[src/rtl/serial_addsub_framed.sv]
// Digit-serial two's-complement adder/subtractor with registered outputs, LS digit first,
// framed words with per-word add/sub mode, end-of-word flags and framing-error pulses.
module serial_addsub_framed #(
  parameter int unsigned DIGIT_W     = 1,
  parameter int unsigned WORD_DIGITS = 8
) (
  input  logic               clk,
  input  logic               rst,
  input  logic               in_valid,
  input  logic               in_first,
  input  logic               sub,
  input  logic [DIGIT_W-1:0] a,
  input  logic [DIGIT_W-1:0] b,
  output logic               out_valid,
  output logic [DIGIT_W-1:0] out_sum,
  output logic               out_last,
  output logic               carry_out,
  output logic               overflow,
  output logic               frame_err
);

  localparam int unsigned CntW = (WORD_DIGITS > 2) ? $clog2(WORD_DIGITS) : 1;
  localparam logic [CntW-1:0] LastIdx = CntW'(WORD_DIGITS - 1);

  typedef enum logic [0:0] {StIdle, StRun} state_e;

  state_e             state_q, state_d;
  logic [CntW-1:0]    cnt_q, cnt_d;
  logic               carry_q, carry_d;
  logic               mode_q, mode_d;
  logic               out_valid_q, out_valid_d;
  logic [DIGIT_W-1:0] out_sum_q, out_sum_d;
  logic               out_last_q, out_last_d;
  logic               carry_out_q, carry_out_d;
  logic               overflow_q, overflow_d;
  logic               frame_err_q, frame_err_d;

  logic               accept;
  logic               sub_eff;
  logic               cin;
  logic [DIGIT_W-1:0] b_eff;
  logic [DIGIT_W:0]   sum_full;
  logic               c_msb_in;

  always_comb begin
    accept   = in_valid && ((state_q == StRun) || in_first);
    // A first digit always starts a fresh word, even when it aborts one in progress.
    sub_eff  = in_first ? sub : mode_q;
    cin      = in_first ? sub : carry_q;
    b_eff    = sub_eff ? ~b : b;
    sum_full = {1'b0, a} + {1'b0, b_eff} + {{DIGIT_W{1'b0}}, cin};
    // Carry into the digit MSB recovered from the sum bit and the two operand bits.
    c_msb_in = sum_full[DIGIT_W-1] ^ a[DIGIT_W-1] ^ b_eff[DIGIT_W-1];
  end

  always_comb begin
    state_d     = state_q;
    cnt_d       = cnt_q;
    carry_d     = carry_q;
    mode_d      = mode_q;
    out_valid_d = 1'b0;
    out_sum_d   = out_sum_q;
    out_last_d  = 1'b0;
    carry_out_d = 1'b0;
    overflow_d  = 1'b0;
    frame_err_d = 1'b0;

    if (in_valid) begin
      if (state_q == StIdle && !in_first) begin
        frame_err_d = 1'b1;
      end else if (state_q == StRun && in_first) begin
        frame_err_d = 1'b1;
      end
    end

    if (accept) begin
      out_valid_d = 1'b1;
      out_sum_d   = sum_full[DIGIT_W-1:0];
      carry_d     = sum_full[DIGIT_W];
      if (in_first) begin
        mode_d  = sub;
        state_d = StRun;
        cnt_d   = CntW'(1);
      end else if (cnt_q == LastIdx) begin
        state_d     = StIdle;
        cnt_d       = '0;
        out_last_d  = 1'b1;
        carry_out_d = sum_full[DIGIT_W];
        overflow_d  = c_msb_in ^ sum_full[DIGIT_W];
      end else begin
        cnt_d = cnt_q + CntW'(1);
      end
    end
  end

  always_ff @(posedge clk) begin
    if (rst) begin
      state_q     <= StIdle;
      cnt_q       <= '0;
      carry_q     <= 1'b0;
      mode_q      <= 1'b0;
      out_valid_q <= 1'b0;
      out_sum_q   <= '0;
      out_last_q  <= 1'b0;
      carry_out_q <= 1'b0;
      overflow_q  <= 1'b0;
      frame_err_q <= 1'b0;
    end else begin
      state_q     <= state_d;
      cnt_q       <= cnt_d;
      carry_q     <= carry_d;
      mode_q      <= mode_d;
      out_valid_q <= out_valid_d;
      out_sum_q   <= out_sum_d;
      out_last_q  <= out_last_d;
      carry_out_q <= carry_out_d;
      overflow_q  <= overflow_d;
      frame_err_q <= frame_err_d;
    end
  end

  assign out_valid = out_valid_q;
  assign out_sum   = out_sum_q;
  assign out_last  = out_last_q;
  assign carry_out = carry_out_q;
  assign overflow  = overflow_q;
  assign frame_err = frame_err_q;

endmodule
[config.mk]
export PLATFORM = sky130hd
export DESIGN_NAME = serial_addsub_framed
export DESIGN_NICKNAME = d
export VERILOG_FILES = /design/src/rtl/serial_addsub_framed.sv
export SDC_FILE = /design/constraint.sdc
export NUM_CORES = 1
export LEC_CHECK = 0
export CAP_MARGIN = 10
export CORE_AREA = 3 3 40 42
export CTS_BUF_LIST = sky130_fd_sc_hd__clkbuf_16
export DETAILED_ROUTE_END_ITERATION = 16
export DIE_AREA = 0 0 43 45
export GPL_ROUTABILITY_DRIVEN = 0
export HOLD_SLACK_MARGIN = 0.06
export PLACE_DENSITY = 0.73
export SLEW_MARGIN = 20
export SYNTH_ARGS = -nofsm -noshare
export SYNTH_HDL_FRONTEND = slang
export SYNTH_SLANG_ARGS = --single-unit
[constraint.sdc]
create_clock -name clk -period 2.35 [get_ports clk]
set_input_delay 0.5875 -clock clk [delete_from_list [all_inputs] [get_ports clk]]
set_output_delay 0.5875 -clock clk [all_outputs]
set_load 0.005 [all_outputs]
==> reports/qor.txt <==
crit share post-route = 0.9133
Max-Cap Viols = 0
synthesis-to-layout area growth = 40.22%
RSZ-0062 raised after global routing = false
PortBufs = 12
Critical Path RT = 2.48 ns
Reg clk slew, reported paths = 0.04 ns
Met2 Wirelength = 515 microns
HPWL after detailed placement = 855.8 microns
Area contributors post-synth = dfxtp_1 42%, ha_1 11%, nor2_1 4.6%
CP max FO = 3
Final setup viols = 0
PwrDens = 752.3 mW/mm^2
post-route ant nets = 0
row count = 13
die extent in x = 43 microns
largest net degree at the start of global routing = 9
routed vias/inst = 4.870
Final Hold Vio Count = 0
capturing point of the worst reg2reg path = overflow
Synth area leader = dfxtp_1
Final Hold Slack = 0.4603 ns
Syn Inst Count = 60
Synth top area share = 0.4174
die height = 45 microns
antenna cell count = 0
# IOs = 13
Post-Layout Inst Area = 807.0 sq um
max frequency = 465.9 MHz
met3 WL = 37 microns
die area = 0.001935 sq mm
Distinct cells, synth = 24
PostCTS Resize Cnt = 0
DR top layer = met4
routed via count = 448
critical path class = input pin to register
measured slew at the worst slew-check pin = 0.3069 ns
Core Area = 0.001285 sq mm
clock share of power = 0.502
first-pass GRT wire length = 1918 microns
Comb pwr share = 0.141
CTS tree = yes
layout cells sized above 1 = 0.1429
syn_nets = 73
Starting Density = 0.4479
FFs w/ async S/R, synth = 0
Max Slew Vio Count = 0
slowest stage cell, crit path = clkdlybuf4s50_1
WL final = 1126 microns
HP Class = register to register
VDD IR max = 374.9 uV
initial antenna violation count = 0
Worst setup EP type = register
H-tree Lvls = 1
crit start category = input pin
DR pass1 iterations = 4
gr usage total = 0.1408
Hold Path Stages = 2
post-synth design cell area = 575.6 sq um
Most Frequent Cell on Critical Path = xnor2_1
DRT iter0 DRCs = 4
vias in the first global route = 454
clk_lat worst skew = 0.24 ns
Worst path max stage delay = 0.51 ns
Tmin final = 2.146 ns
WL per Instance = 12.24 microns
Seq pwr share = 0.357
Reg2Reg Depth = 6
metal1 wirelength = 530 microns
most common cell in the synthesized netlist = dfxtp_1
Clock Sinks = 12
Internal = 480.2 uW
switching share of power = 0.2091
Post-synth EDFFs = 0
min-delay src = cnt_q[1]
worst-path cell chain = clkdlybuf4s50_1 > buf_4 > mux2i_1 > inv_1 > ha_1 > xnor2_1 > xnor2_1 > nor2_1
Setup Skew = 0.001537 ns
Hold-fix buffers, CTS = 0
Congestion Overflow GR = 0
Psw = 126.9 uW
DP Area = 732.0 sq um
number of setup buffers added after CTS = 0
Static Leakage = 0.3360 nW
Seq/Total Area, Yosys = 0.4174
Yosys reg bits = 12
dominant synthesized flop cell = dfxtp_1
CTS buffer count = 3
nets = 92
DRC violations left = 0
status = finished, final reports clean
Reg2Reg Setup Slack = 0.86 ns
mean post-synth cell area = 9.593 sq um
slew margin rel. = 0.7954
Max Buffers Root-to-Sink = 2
Worst R2R Start = mode_q
end of the worst hold path = cnt_q[1]
Post-synth top cells = 12 x dfxtp_1, 7 x nor2_1, 5 x ha_1, 5 x inv_1
worst path arrival time = 2.27 ns
synth warn = 0
CTS root buf = clkbuf_16
metal layers:
layer  up-vias  global-route usage
li1        234                   -
met1       197              0.1646
met2        12              0.2216
met3         5             0.03586
met4         0              0.1084
met5         -                   0
placed cells by master (no fill, tap or decap):
master / count
dfxtp_1: 12
clkdlybuf4s50_1: 12
nor2_1: 7
inv_1: 5
ha_1: 5
buf_4: 5
nand2_1: 4
a21oi_1: 4
clkbuf_16: 3
mux2i_1: 2
nand3_1: 2
a211oi_2: 2
xnor2_1: 2
nor3_1: 2
xor2_1: 1
and2b_1: 1
nand3b_1: 1
nand2b_1: 1
nor4_1: 1
nor4b_2: 1
nor3b_1: 1
nand4_1: 1
o21ai_0: 1
fa_1: 1
cell type report:
| class | instances | area (sq um) |
|---|---|---|
| Clock buffer | 3 | 75.07 |
| Fill cell | 100 | 478.0 |
| Inverter | 5 | 18.77 |
| Multi-Input combinational cell | 40 | 296.5 |
| Sequential cell | 12 | 240.2 |
| Tap cell | 15 | 18.77 |
| Timing Repair Buffer | 17 | 157.7 |
kinds of logic (layout without fill, tap and decap cells):
group                      count (synthesis)  count (layout)  share of synthesized area
DFF                                       12              12                     0.4174
xor gates and xnor gates                   3               3                    0.04566
adders and majority gates                  6               6                     0.1435
AOI/OAI and AO/OA                          7               7                    0.08694
muxes                                      2               2                    0.03478
buffers and inverters                      8              25                    0.06738
and+or+nand+nor                           22              22                     0.2044
power by group through the flow:
stage	registers, mW	logic [mW]	clock network, mW
6_report	0.217	0.0859	0.305
3_3_place_gp	0.220	0.0818	0
3_5_place_dp	0.220	0.0854	0
5_1_grt	0.217	0.0937	0.317
4_1_cts	0.217	0.0866	0.307
2_1_floorplan	0.220	0.0519	0
through the flow:
step                      power (mW)  TNS [ns]  utilization  std cells  worst slack (ns)
after detailed placement      0.3057  -0.03384       0.5696         89          -0.03384
after CTS                     0.6104         0       0.6280         92            0.2031
after floorplan               0.2718         0            -         60            0.3833
after global routing          0.6277         0       0.6280         92            0.1270
final                         0.6072         0       0.6280         92            0.2037
after global placement        0.3017         0       0.5696         89           0.02365
registers in the layout, summed over array words and instances, names as in the netlist:
| register | count |
|---|---|
| frame_err | 1 |
| cnt_q | 3 |
| carry_q | 1 |
| mode_q | 1 |
| carry_out | 1 |
| out_sum | 1 |
| out_last | 1 |
| out_valid | 1 |
| state_q | 1 |
| overflow | 1 |
worst max path at each step:
| stage | start | end | slack, ns | cells past startpoint |
|---|---|---|---|---|
| final | in_first | overflow | 0.20 | 8 |
| after global routing | in_first | overflow | 0.13 | 8 |
| after CTS | in_first | overflow | 0.20 | 8 |
| after detailed placement | in_first | overflow | -0.03 | 8 |
| after global placement | in_first | overflow | 0.02 | 8 |
| after floorplan | in_first | overflow | 0.38 | 7 |
critical path: cells and delay by family:
kind                     cells  cell delay [ns]
multiplexers                 1             0.27
buffers and inverters        3             0.72
AND/OR/NAND/NOR              1             0.06
adder cells (fa/ha/maj)      1             0.30
XOR/XNOR                     2             0.32
Note: power is estimated with default switching activity, not from simulation.
